`src/rtl/core_types_pkg.sv`:
```
// Shared fetch-predictor types: upper PC table geometry and index/tag types.
package core_types_pkg;

  localparam int unsigned BTB_TARGET_WIDTH           = 10;
  localparam int unsigned UPPER_PC_TABLE_ENTRIES     = 8;
  localparam int unsigned LOG_UPPER_PC_TABLE_ENTRIES = $clog2(UPPER_PC_TABLE_ENTRIES);
  localparam int unsigned UPPER_PC_WIDTH             = 32 - BTB_TARGET_WIDTH - 1;
  localparam int unsigned UPPER_PC_LSB               = 32 - UPPER_PC_WIDTH;

  typedef logic [UPPER_PC_WIDTH-1:0]             upper_PC_t;
  typedef logic [LOG_UPPER_PC_TABLE_ENTRIES-1:0] upct_idx_t;

  // Upper PC bits stored in the table (PC[31:11]).
  function automatic upper_PC_t upper_of(input logic [31:0] pc);
    return pc[31:UPPER_PC_LSB];
  endfunction

endpackage

```
`src/rtl/upct_plru_updater.sv`:
```
// Combinational binary-tree PLRU step: touch an entry and report the victim.
// Tree is heap ordered (node n at bit n-1); a 0 bit points left, 1 points right.
// The victim is taken from the incoming tree bits, before the touch.
module plru_updater #(
  parameter int unsigned ENTRIES = 8
) (
  input  logic [ENTRIES-2:0]         tree_bits,
  input  logic [$clog2(ENTRIES)-1:0] touch_index,
  output logic [ENTRIES-2:0]         new_tree_bits_c,
  output logic [$clog2(ENTRIES)-1:0] victim_index_c
);

  localparam int unsigned LOG = $clog2(ENTRIES);

  logic [LOG-1:0] touch_node;
  logic [LOG-1:0] touch_path;
  logic [LOG-1:0] victim_node;
  logic           touch_dir;
  logic           victim_dir;

  // Walk the touch path setting each node away from the entry, then follow bits for the victim.
  always_comb begin
    new_tree_bits_c = tree_bits;
    victim_index_c  = '0;
    touch_node      = LOG'(1);
    touch_path      = touch_index;
    victim_node     = LOG'(1);
    touch_dir       = 1'b0;
    victim_dir      = 1'b0;
    for (int l = 0; l < int'(LOG); l++) begin
      touch_dir                            = touch_path[LOG-1];
      new_tree_bits_c[touch_node - 1'b1]   = ~touch_dir;
      touch_node                           = {touch_node[LOG-2:0], touch_dir};
      touch_path                           = touch_path << 1;
    end
    for (int l = 0; l < int'(LOG); l++) begin
      victim_dir     = tree_bits[victim_node - 1'b1];
      victim_index_c = {victim_index_c[LOG-2:0], victim_dir};
      victim_node    = {victim_node[LOG-2:0], victim_dir};
    end
  end

endmodule

```
`src/rtl/upct.sv`:
```
// Upper PC table: dedups PC[31:11] for BTB targets; read (decode) and update (encode) ends.
// Optional: UPCT_READ_BYPASS_EN forwards a same-cycle miss allocation to the read port.
module upct
  import core_types_pkg::*;
(
  input  logic        CLK,
  input  logic        RST,
  input  logic        read_valid,
  input  upct_idx_t   read_index,
  output upper_PC_t   read_upper_PC,
  input  logic        update0_valid,
  input  logic [31:0] update0_target_full_PC,
  output upct_idx_t   update1_upper_PC_index
);

  localparam int unsigned N = UPPER_PC_TABLE_ENTRIES;

  upper_PC_t       upper_tbl [N];
  logic [N-1:0]    valid;
  logic [N-2:0]    plru;

  upper_PC_t       upd_upper_c;
  logic            upd_hit_c;
  upct_idx_t       hit_idx_c;
  logic            any_invalid_c;
  upct_idx_t       inv_idx_c;
  upct_idx_t       victim_c;
  upct_idx_t       upd_idx_c;
  upper_PC_t       rd_data_c;

  logic [N-2:0]    rd_tree_c;
  logic [N-2:0]    after_rd_tree_c;
  logic [N-2:0]    upd_tree_c;
  logic [N-2:0]    plru_next_c;
  upct_idx_t       rd_victim_c;
  upct_idx_t       upd_victim_c;

  logic            unused_pc_lsbs;

  assign upd_upper_c    = upper_of(update0_target_full_PC);
  assign unused_pc_lsbs = ^update0_target_full_PC[UPPER_PC_LSB-1:0];

  // Tag compare and lowest-index free entry; descending scan lets the lowest index win.
  always_comb begin
    upd_hit_c     = 1'b0;
    hit_idx_c     = '0;
    any_invalid_c = 1'b0;
    inv_idx_c     = '0;
    for (int i = int'(N) - 1; i >= 0; i--) begin
      if (valid[upct_idx_t'(i)] && (upper_tbl[upct_idx_t'(i)] == upd_upper_c)) begin
        upd_hit_c = 1'b1;
        hit_idx_c = upct_idx_t'(i);
      end
      if (!valid[upct_idx_t'(i)]) begin
        any_invalid_c = 1'b1;
        inv_idx_c     = upct_idx_t'(i);
      end
    end
  end

  // Read touch first, then update touch on the read-touched tree.
  plru_updater #(.ENTRIES(N)) u_rd_touch (
    .tree_bits       (plru),
    .touch_index     (read_index),
    .new_tree_bits_c (rd_tree_c),
    .victim_index_c  (rd_victim_c)
  );

  assign after_rd_tree_c = read_valid ? rd_tree_c : plru;

  plru_updater #(.ENTRIES(N)) u_upd_touch (
    .tree_bits       (after_rd_tree_c),
    .touch_index     (upd_idx_c),
    .new_tree_bits_c (upd_tree_c),
    .victim_index_c  (upd_victim_c)
  );

  // Update victim sees the read-touched tree; with no read both instances see the same tree.
  assign victim_c    = read_valid ? upd_victim_c : rd_victim_c;
  assign upd_idx_c   = upd_hit_c ? hit_idx_c : (any_invalid_c ? inv_idx_c : victim_c);
  assign plru_next_c = update0_valid ? upd_tree_c : after_rd_tree_c;

  // Read data: old stored value unless the same-cycle allocation is forwarded.
  always_comb begin
    rd_data_c = upper_tbl[read_index];
`ifdef UPCT_READ_BYPASS_EN
    if (update0_valid && !upd_hit_c && (upd_idx_c == read_index)) begin
      rd_data_c = upd_upper_c;
    end
`endif
  end

  // Table, valid, PLRU state and registered outputs.
  always_ff @(posedge CLK or posedge RST) begin
    if (RST) begin
      upper_tbl              <= '{default: '0};
      valid                  <= '0;
      plru                   <= '0;
      read_upper_PC          <= '0;
      update1_upper_PC_index <= '0;
    end else begin
      if (read_valid) begin
        read_upper_PC <= rd_data_c;
      end
      if (update0_valid) begin
        update1_upper_PC_index <= upd_idx_c;
        if (!upd_hit_c) begin
          upper_tbl[upd_idx_c] <= upd_upper_c;
          valid[upd_idx_c]     <= 1'b1;
        end
      end
      plru <= plru_next_c;
    end
  end

endmodule

```
`config.mk`:
```
export PLATFORM = sky130hd
export DESIGN_NAME = upct
export DESIGN_NICKNAME = d
export VERILOG_FILES = /design/src/rtl/core_types_pkg.sv /design/src/rtl/upct_plru_updater.sv /design/src/rtl/upct.sv
export SDC_FILE = /design/constraint.sdc
export NUM_CORES = 1
export LEC_CHECK = 0
export ABC_CLOCK_PERIOD_IN_PS = 9500
export CAP_MARGIN = 20
export CORE_AREA = 4 4 151 153
export DETAILED_ROUTE_END_ITERATION = 8
export DIE_AREA = 0 0 155 157
export PLACE_DENSITY = 0.77
export SYNTH_ARGS = -nofsm -noshare
export SYNTH_HDL_FRONTEND = slang
export SYNTH_HIERARCHICAL = 1
export SYNTH_SLANG_ARGS = --single-unit
```
`constraint.sdc`:
```
create_clock -name CLK -period 9.5 [get_ports CLK]
set_clock_uncertainty 0.1 [all_clocks]
set_input_delay 2.85 -clock CLK [delete_from_list [all_inputs] [get_ports CLK]]
set_output_delay 2.85 -clock CLK [all_outputs]
set_load 0.01 [all_outputs]
```
* Word level (Yosys, flattened, before mapping)
Index checks and enable logic that the tools add are counted.
** Storage, ports and cells
- Register bits after elaboration :: 207
- Input bits :: 39
- Output and inout bits :: 24
- Logic and storage cells :: 135
** Cells by class
- Add/sub/neg operators :: 8
- Order comparisons :: 17
- Eq/ne operators :: 8
- Multiplexer cells :: 65
- Bitwise logic cells :: 10
- Reductions and logical operators :: 15
** Operators by type and width (number)
- $bwmux 168 :: 1
- $eq 21x21->1 :: 8
- $bmux 21 s3 :: 1
- $demux 21 s3 :: 1
- $mux 21 :: 3
- $mux 3 :: 19
- $lt 3x4->1 const B :: 9
- $bwmux 7 :: 4
- $mux 1 :: 25
- $demux 1 s3 :: 5
- $ge 3x1->1 const B :: 5
- $logic_and 1x1->1 :: 14
- $mux 7 :: 2
- $bmux 1 s3 :: 4
- $sub 2x1->3 const B :: 4
- $sub 3x1->3 const B :: 4
- $ge 4x4->1 const B :: 2
- $not 3->4 :: 2
- $or 8x8->8 :: 1
- $not 1->1 :: 7
- $lt 4x1->1 const B :: 1
- $reduce_and 2->1 :: 1

* Logic depth before layout (Yosys ltp)
Gate-level depths: netlist (run 1).
- Word-level depth :: 25
- Depth in mapped cells :: 17
- Mapped depth without buffers :: 16

* By module
Netlist (run 1), hierarchy kept.
** By module, submodules not included
- upct :: instances 1, cells an instance 923, area an instance 12039.0 sq um, seq. area each 5180.0 sq um
- plru_updater (u_upd_touch) :: instances 1, cells an instance 35, area an instance 245.2 sq um, seq. area each 0.0 sq um
- plru_updater (u_rd_touch) :: instances 1, cells an instance 25, area an instance 187.7 sq um, seq. area each 0.0 sq um

* Worst setup path before layout (run 1)
Ideal clock, no wire load.
- Path kind :: input -> register
- From :: in read_valid
- To :: reg upper_tbl[156] in the netlist's numbering
- Setup time :: 0.125 ns
- Arrival :: 6.372 ns
- Required time :: 9.275 ns
- Path slack :: 2.903 ns
- Cell stages on the path :: 14
- Buffers on the path :: 4
- Cells stage by stage :: clkbuf_1 -> buf_1 -> mux2_2 -> mux2i_1 -> ha_1 -> o22a_1 -> o21ai_0 -> o32ai_1 -> buf_4 -> mux2_2 -> a22oi_1 -> nand4b_1 -> buf_6 -> mux2_2
** On the way
- Elaborated cells on any way between the ends :: 17
- Classes of those cells :: 2 x add/sub; 2 x order compare; 11 x mux; 1 x bitwise; 1 x reduce/logical
** RTL lines
- start: declaration :: line upct.sv:8 : input logic read_valid,
- $mux 7 (*) :: line upct.sv:69 : assign after_rd_tree_c = read_valid ? rd_tree_c : plru;
- via after_rd_tree_c[2] :: line upct.sv:32 : logic [N-2:0] after_rd_tree_c;
- $bmux 1 s3 :: line upct_plru_updater.sv:37 : victim_dir = tree_bits[victim_node - 1'b1];
- $mux 1 (not written as such) :: line upct_plru_updater.sv:37
- $sub 3x1->3 :: line upct_plru_updater.sv:37
- $bmux 1 s3 (*) :: line upct_plru_updater.sv:37
- $mux 1 (not written as such) (*) :: line upct_plru_updater.sv:37
- via u_upd_touch.victim_dir :: line upct_plru_updater.sv:19 : logic victim_dir;
- $mux 3 (*) :: line upct.sv:79 : assign victim_c = read_valid ? upd_victim_c : rd_victim_c;
- $mux 3 (*) (2 in a row) :: line upct.sv:80 : assign upd_idx_c = upd_hit_c ? hit_idx_c : (any_invalid_c ? inv_idx_c : victim_c);
- $not 3->4 (not written as such) (*) :: line upct.sv:108 : upper_tbl[upd_idx_c] <= upd_upper_c;
- $ge 4x4->1 (not written as such) / $lt 4x1->1 (equally long branches) :: line upct.sv:108
- $logic_and 1x1->1 (not written as such) :: line upct.sv:108
- $mux 21 (not written as such) :: line upct.sv:108
- $demux 21 s3 (*) :: line upct.sv:108
- $bwmux 168 (*) :: line upct.sv:108
- end signal: indexed assignment :: line upct.sv:108
- end: declaration :: line upct.sv:18 : upper_PC_t upper_tbl [N];
The timed path passes the listed nets; every way through them passes the cells marked *. The select of a mux whose other input is x is not followed.
A chain may end at the register's enable or synchronous reset.

* Worst setup path in the final report (run 1)
- From :: in read_index[1]
- To :: reg upper_tbl[22] in the netlist's numbering
** On the way
- Longest elaborated chain between the ends :: 22
- Elaborated cells on any way between the ends :: 26
- Classes of those cells :: 3 x add/sub; 4 x order compare; 15 x mux; 2 x bitwise; 2 x reduce/logical
** Ends and longest elaborated chain
- start: declaration :: line upct.sv:9 : input upct_idx_t read_index,
- $sub 3x1->3 :: line upct_plru_updater.sv:32 : new_tree_bits_c[touch_node - 1'b1] = ~touch_dir;
- $lt 3x4->1 (not written as such) / $ge 3x1->1 (equally long branches) :: line upct_plru_updater.sv:32
- $logic_and 1x1->1 (not written as such) :: line upct_plru_updater.sv:32
- $mux 1 (not written as such) :: line upct_plru_updater.sv:32
- $demux 1 s3
- $bwmux 7 (*) :: line upct_plru_updater.sv:32
- via rd_tree_c[0] :: line upct.sv:31 : logic [N-2:0] rd_tree_c;
- $mux 7 (*) :: line upct.sv:69
- via after_rd_tree_c[0] :: line upct.sv:32
- (+6 left out)
- via upd_victim_c[0] :: line upct.sv:36 : upct_idx_t upd_victim_c;
- $mux 3 (*) :: line upct.sv:79
- $mux 3 (*) (2 in a row) :: line upct.sv:80
- $not 3->4 (not written as such) (*) :: line upct.sv:108
- $ge 4x4->1 (not written as such) / $lt 4x1->1 (equally long branches) :: line upct.sv:108
- $logic_and 1x1->1 (not written as such) :: line upct.sv:108
- $mux 21 (not written as such) :: line upct.sv:108
- $demux 21 s3 (*) :: line upct.sv:108
- $bwmux 168 (*) :: line upct.sv:108
Marks and branches as above.

==> metrics.cfg, run 1 <==
[yosys]
ys_seq_area_share_pct=41.5
async_reset_ff_share_pct=100
ys_dominant_reg_cell=dfrtp_1
synth_area_um2=12500
synth.distinct_cells=52
yosys_warnings=6
synth-seq-cells=207
synth_top_cells_by_area=dfrtp_1, mux2_2, xnor2_1
synth-edff-count=0
yosys.area.top_type_share_pct=41.5
syn_inst=983
syn_area_per_cell_um2=12.7
syn_nets=1031
synth_top_area_cell=dfrtp_1

[setup_path]
path_delay_family=multiplexers
cp.required_ps=9780
max_stage_delay_ps=780
start_kind=input port
ff2ff_path_depth=11
crit_fanout=46
path_depth=14
r2r_end=upper_tbl[22]$_DFFE_PP0P_
r2r_start=plru[1]$_DFF_PP0_
cp-end-kind=flip-flop
endpoint=upper_tbl[22]$_DFFE_PP0P_
crit_arrival_ps=7500
path_cells=buf_2 -> buf_4 -> nand3_1 -> mux2i_1 -> mux2_2 -> mux2i_1 -> ha_1 -> o22a_1 -> o21ai_0 -> o32ai_1 -> mux2_2 -> a22oi_1 -> nand4_4 -> mux2_4
rrSetupSlack_ps=5030
crit_type=in2reg
cp_num_buf_inv=2
cp-startpoint=read_index[1]
critPathSlowestCell=nand4_4

[timing]
fmax_mhz=138
rsz0062_at_grt=no
slew_viol_final=0
tns_ps=0
slew-limit-headroom_pct=29.9
min_period_ps=7220
fin_crit_sh_pct=76.0
worstMarginPinSlew_ps=1050
finalSetupViolCount=0
hold_viol=0

[job]
cap_violations=0

[place]
place_inst=1240
numPortBuffers=51
dp_hpwl_um=24100
gp_congestion=1.03

[clock_tree]
postCtsSetupBuffers=0
root_buffer=clkbuf_16
htreeDepth=1
clk_pin_slew_ps=60
cts-resized-gates=0
clock_sink_count=207
cts_tree=done
insertion_delay_ps=520
cts_made_buffers=24
cts_hold_buffers=0
clk_path_buf_depth=3

[power]
power_density_nw_per_um2=408
p_leak_nw=5.59
ir_worst_vdd_v=0.000191

[floorplan]
fp-row-count=54
die_height_um=157
start_util_pct=57.9
ios=63
die-area_um2=24300
coreArea_um2=21600
die_x_um=155

[layout]
drive_gt1_share_pct=28.8
nets=1035
syn2layout_area_growth_pct=9.42
fin_cells=1282
n_fill_cell=1671
n_antenna_cell=0

[grt]
grt_max_degree=127
grt_pass1_wl_um=52900
grt_pass1_vias=8137
antenna_found_initial=0
grt_overflow_total=0
grt_usage_pct=28.9

[detailed_routing]
post_drt_wl_per_cell_um=27.0
dr.pass1.iters=5
vias=8149
drc=0
wl_um=34700
routed_via_density=6.36
first_iter_violations=710
final_antenna_net_count=0

[worst_hold_path]
hp-class=reg2reg

[status]
status=complete, no violations

==> final cells by class <==
cell class	count	area [µm²]	share of cell area [%]
Clock buffer	36	697	5.11
Clock inverter	5	31.3	0.229
Inverter	10	45.0	0.330
Multi-Input combinational cell	683	6760	49.5
Sequential cell	207	5180	38.0
Tap cell	280	350	2.57
Timing Repair Buffer	61	586	4.29
==> how the worst min path moves through the flow <==
stage | startpoint | endpoint | slack [ps] | cells after the start
finish | update1_upper_PC_index[1]$_DFFE_PP0P_ | update1_upper_PC_index[1]$_DFFE_PP0P_ | 410 | 1
global route | update1_upper_PC_index[1]$_DFFE_PP0P_ | update1_upper_PC_index[1]$_DFFE_PP0P_ | 430 | 1
CTS | update1_upper_PC_index[1]$_DFFE_PP0P_ | update1_upper_PC_index[1]$_DFFE_PP0P_ | 410 | 1
detailed placement | update1_upper_PC_index[1]$_DFFE_PP0P_ | update1_upper_PC_index[1]$_DFFE_PP0P_ | 400 | 1
global placement | update1_upper_PC_index[1]$_DFFE_PP0P_ | update1_upper_PC_index[1]$_DFFE_PP0P_ | 390 | 1
floorplan | valid[6]$_DFFE_PP0P_ | valid[6]$_DFFE_PP0P_ | 400 | 2
==> cells in the mapped netlist, types with 7 or more instances <==
cell and n:
a21oi_1 32, buf_1 12, buf_2 37, buf_6 16, clkbuf_1 13, dfrtp_1 207, ha_1 9, inv_1 9
mux2_2 112, mux2_4 77, mux2i_1 28, mux4_2 42, nand2_1 12, nand2b_1 11, nand4_1 74, nor2_1 35
nor3b_1 7, nor4_1 18, xnor2_1 142, xor2_1 28
==> layer usage <==
metal	part of all wire, %	track usage [%]	vias to the layer above
li1	-	-	3583
met3	6.6	5.28	60
met1	44	41.5	4221
met2	47	46.0	285
met5	0	0	-
met4	2.6	7.44	0
==> power by group <==
part | internal [mW] | switching [mW]
clock | 0.505 | 0.361
sequential | 1.34 | 0.423
combinational | 1.51 | 1.43
==> sequential cells by signal (all words and copies together) (netlist names) <==
name,count
read_upper_PC,21
valid,8
plru,7
update1_upper_PC_index,3
upper_tbl,168
==> placed cells by master, fill, tap and decap left out, types with 28 or more instances in the layout <==
cell / instances
mux2_4: 77
a21oi_1: 32
mux2i_1: 28
xor2_1: 28
xnor2_1: 142
mux4_2: 42
nor2_1: 35
dfrtp_1: 207
clkdlybuf4s50_1: 47
mux2_2: 112
nand4_1: 74
==> metrics by stage <==
step	util (%)	hold slack (ps)	setup WS [ps]	power [mW]	instance area, µm²
floorplan	-	396	898	3.89	12500
global placement	59.8	392	1880	4.58	12900
detailed placement	59.8	400	1810	4.67	12900
CTS	63.2	413	2340	5.55	13600
global route	63.3	428	1980	5.83	13600
finish	63.3	409	2280	5.57	13600
==> cell families (layout without fill, tap and decap cells) <==
group,Yosys count,in the layout,synth area share (%)
buffers and inverters,93,112,4.28
multiplexers,260,260,29.3
XOR/XNOR,170,170,11.9
adder cells (fa/ha/maj),9,9,0.903
AND/OR/NAND/NOR,194,194,9.57
flip-flops,207,207,41.5
AO/OA/AOI/OAI,50,50,2.47
No activity file was read; power rests on OpenSTA's default activity.
==> run 2, diff against run 1 <==
--- a/config.mk
+++ b/config.mk
@@ -5,12 +5,12 @@
 export SDC_FILE = /design/constraint.sdc
 export NUM_CORES = 1
 export LEC_CHECK = 0
-export ABC_CLOCK_PERIOD_IN_PS = 9500
+export ABC_CLOCK_PERIOD_IN_PS = 5800
 export CAP_MARGIN = 20
-export CORE_AREA = 4 4 151 153
+export CORE_AREA = 4 4 156 158
 export DETAILED_ROUTE_END_ITERATION = 8
-export DIE_AREA = 0 0 155 157
-export PLACE_DENSITY = 0.77
+export DIE_AREA = 0 0 160 162
+export PLACE_DENSITY = 0.76
 export SYNTH_ARGS = -nofsm -noshare
 export SYNTH_HDL_FRONTEND = slang
 export SYNTH_HIERARCHICAL = 1
==> constraint.sdc (replaced) <==
create_clock -name CLK -period 5.8 [get_ports CLK]
set_clock_uncertainty 0.1 [all_clocks]
set_input_delay 1.74 -clock CLK [delete_from_list [all_inputs] [get_ports CLK]]
set_output_delay 1.74 -clock CLK [all_outputs]
set_load 0.01 [all_outputs]
==> run 2 against run 1 <==
Sequential power up 64%. Flip-flop and latch count unchanged. Setup slack worse by 1600 ps. Critical path depth down 4. Utilization down 2.3 points. Highest routed layer unchanged. Routed wire length up 1.6%. Count of clock-buffer cells in the layout unchanged. Critical path type unchanged. Sequential share of layout area down 1.2 points. Clock power up 71%. Cell count up 3.7%. Total power up 69%. Register-to-register slack worse by 3100 ps.
==> metrics.cfg, run 2 (same netlist as run 1, synthesis figures left out) <==
[place]
gp_congestion=1.06
dp_hpwl_um=25200
pre_cts_ws_ps=185
numPortBuffers=51

[detailed_routing]
routed_via_density=6.29
first_iter_violations=823
vias=8362
final_antenna_net_count=0
dr.pass1.iters=5
wl_um=35200
drc=0
post_drt_wl_per_cell_um=26.5

[timing]
rsz0062_at_grt=no
worst_slack_ps=659
fmax_mhz=195
tns_ps=0
worstMarginPinSlew_ps=991
slew_viol_final=0
fin_crit_sh_pct=88.6
min_period_ps=5140
finalSetupViolCount=0
hold_viol=0
slew-limit-headroom_pct=33.8

[setup_path]
cp-startpoint=update0_target_full_PC[24]
max_stage_delay_ps=790
start_kind=input port
r2r_start=plru[1]$_DFF_PP0_
path_cells=clkdlybuf4s50_1 -> xnor2_1 -> nand4_1 -> nor4_1 -> nand4_1 -> and4_1 -> nor2b_1 -> nand4b_1 -> buf_4 -> mux2_2
critPathSlowestCell=clkdlybuf4s50_1
crit_arrival_ps=5440
crit_type=in2reg
cp-end-kind=flip-flop
crit_top_cell=nand4_1
cp.required_ps=6090
crit_fanout=15

[power]
p_leak_nw=5.85
internal_power_mw=5.73
pwr-share-clk_pct=15.7
ir_worst_vdd_v=0.000346
power_density_nw_per_um2=668
power_frac_seq_pct=30.6
p_sw_share_pct=39.2
power.switching_mw=3.70
p_total_mw=9.43
power_frac_comb_pct=53.6

[job]
cap_violations=0

[status]
status=complete, no violations

[floorplan]
die-area_um2=25900
ios=63
die_x_um=160
start_util_pct=53.9
coreArea_um2=23100
fp-row-count=56
die_height_um=162

[worst_hold_path]
holdCritStartpoint=update1_upper_PC_index[2]$_DFFE_PP0P_
hp-class=reg2reg

[clock_tree]
cts-resized-gates=0
insertion_delay_ps=520
postCtsSetupBuffers=0
clk_pin_slew_ps=60
clk_path_buf_depth=3
cts_tree=done
htreeDepth=1
root_buffer=clkbuf_16
clock_sink_count=207
cts_made_buffers=24
cts_hold_buffers=0

[grt]
grt_overflow_total=0
grt_max_degree=86
antenna_found_initial=0
grt_pass1_vias=8752
grt_usage_pct=27.3
grt_pass1_wl_um=54100

[layout]
largest_reg_flops=168
drive_gt1_share_pct=31.6
nets=1073
n_antenna_cell=0
layout_commonest_cell=dfrtp_1
top_register=upper_tbl
syn2layout_area_growth_pct=13.1
top_regs=upper_tbl: 168 flops, read_upper_PC: 21 flops, valid: 8 flops
most-common-layout-cells=dfrtp_1, xnor2_1, mux2_2

## run 2: changes by cell type in the layout (fill, tap and decap cells not counted)
cell / delta
bufinv_16: +1
clkinv_4: +1
clkinvlp_4: +1
inv_8: -2
buf_2: -1
clkbuf_8: +2
buf_4: +29
buf_12: +10
clkinv_2: -1
clkbuf_1: -2
## run 2: stage by stage
stage	utilization [%]	std cells	hold slack (ps)	area, µm²
floorplan	-	983	396	12500
CTS	60.9	1329	417	14100
global placement	57.6	1288	392	13300
finish	61.0	1330	413	14100
global route	61.0	1330	435	14100
detailed placement	57.6	1288	404	13300
## run 2: path summary, 6_finish.rpt
kind / end / slack [ps] / cells after the start
max: upper_tbl[67]$_DFFE_PP0P_ / 660 / 10
min: update1_upper_PC_index[2]$_DFFE_PP0P_ / 410 / 1
max reg2reg: upper_tbl[12]$_DFFE_PP0P_ / 1980 / 12
min reg2reg: update1_upper_PC_index[2]$_DFFE_PP0P_ / 410 / 1
max in group asynchronous: upper_tbl[107]$_DFFE_PP0P_ / 3090 / 4
min in group asynchronous: upper_tbl[77]$_DFFE_PP0P_ / 1520 / 2
## run 2: critical path: cells and delay by family
| family | cells | cell delay [ps] |
|---|---|---|
| xor+xnor | 1 | 450 |
| buf+inv | 2 | 1120 |
| simple gates | 6 | 1720 |
| mux | 1 | 380 |
## run 2: cell type report
class	instances	area [µm²]
Fill cell	1814	9010
Multi-Input combinational cell	683	6760
Sequential cell	207	5180
Timing Repair Buffer	99	998
Clock buffer	36	717
Tap cell	290	363
Clock inverter	5	53.8
Inverter	10	41.3
## run 2: power groups by stage
stage          clock (mW)  combinational (mW)  sequential [mW]
6_report             1.48                5.05             2.89
5_1_grt              1.57                5.32             2.97
4_1_cts              1.50                5.00             2.87
3_5_place_dp            0                4.98             2.88
3_3_place_gp            0                4.89             2.83
2_1_floorplan           0                3.66             2.72
## run 2: layer usage
metal  part of all wire (%)  vias to the layer above  wire length [µm]  track usage [%]
li1                       -                     3651                 -                -
met1                     42                     4295             14700             36.9
met2                     47                      319             16400             43.7
met3                    6.9                       97              2420             5.25
met4                    4.6                        0              1640             11.3
met5                      0                        -                 0                0
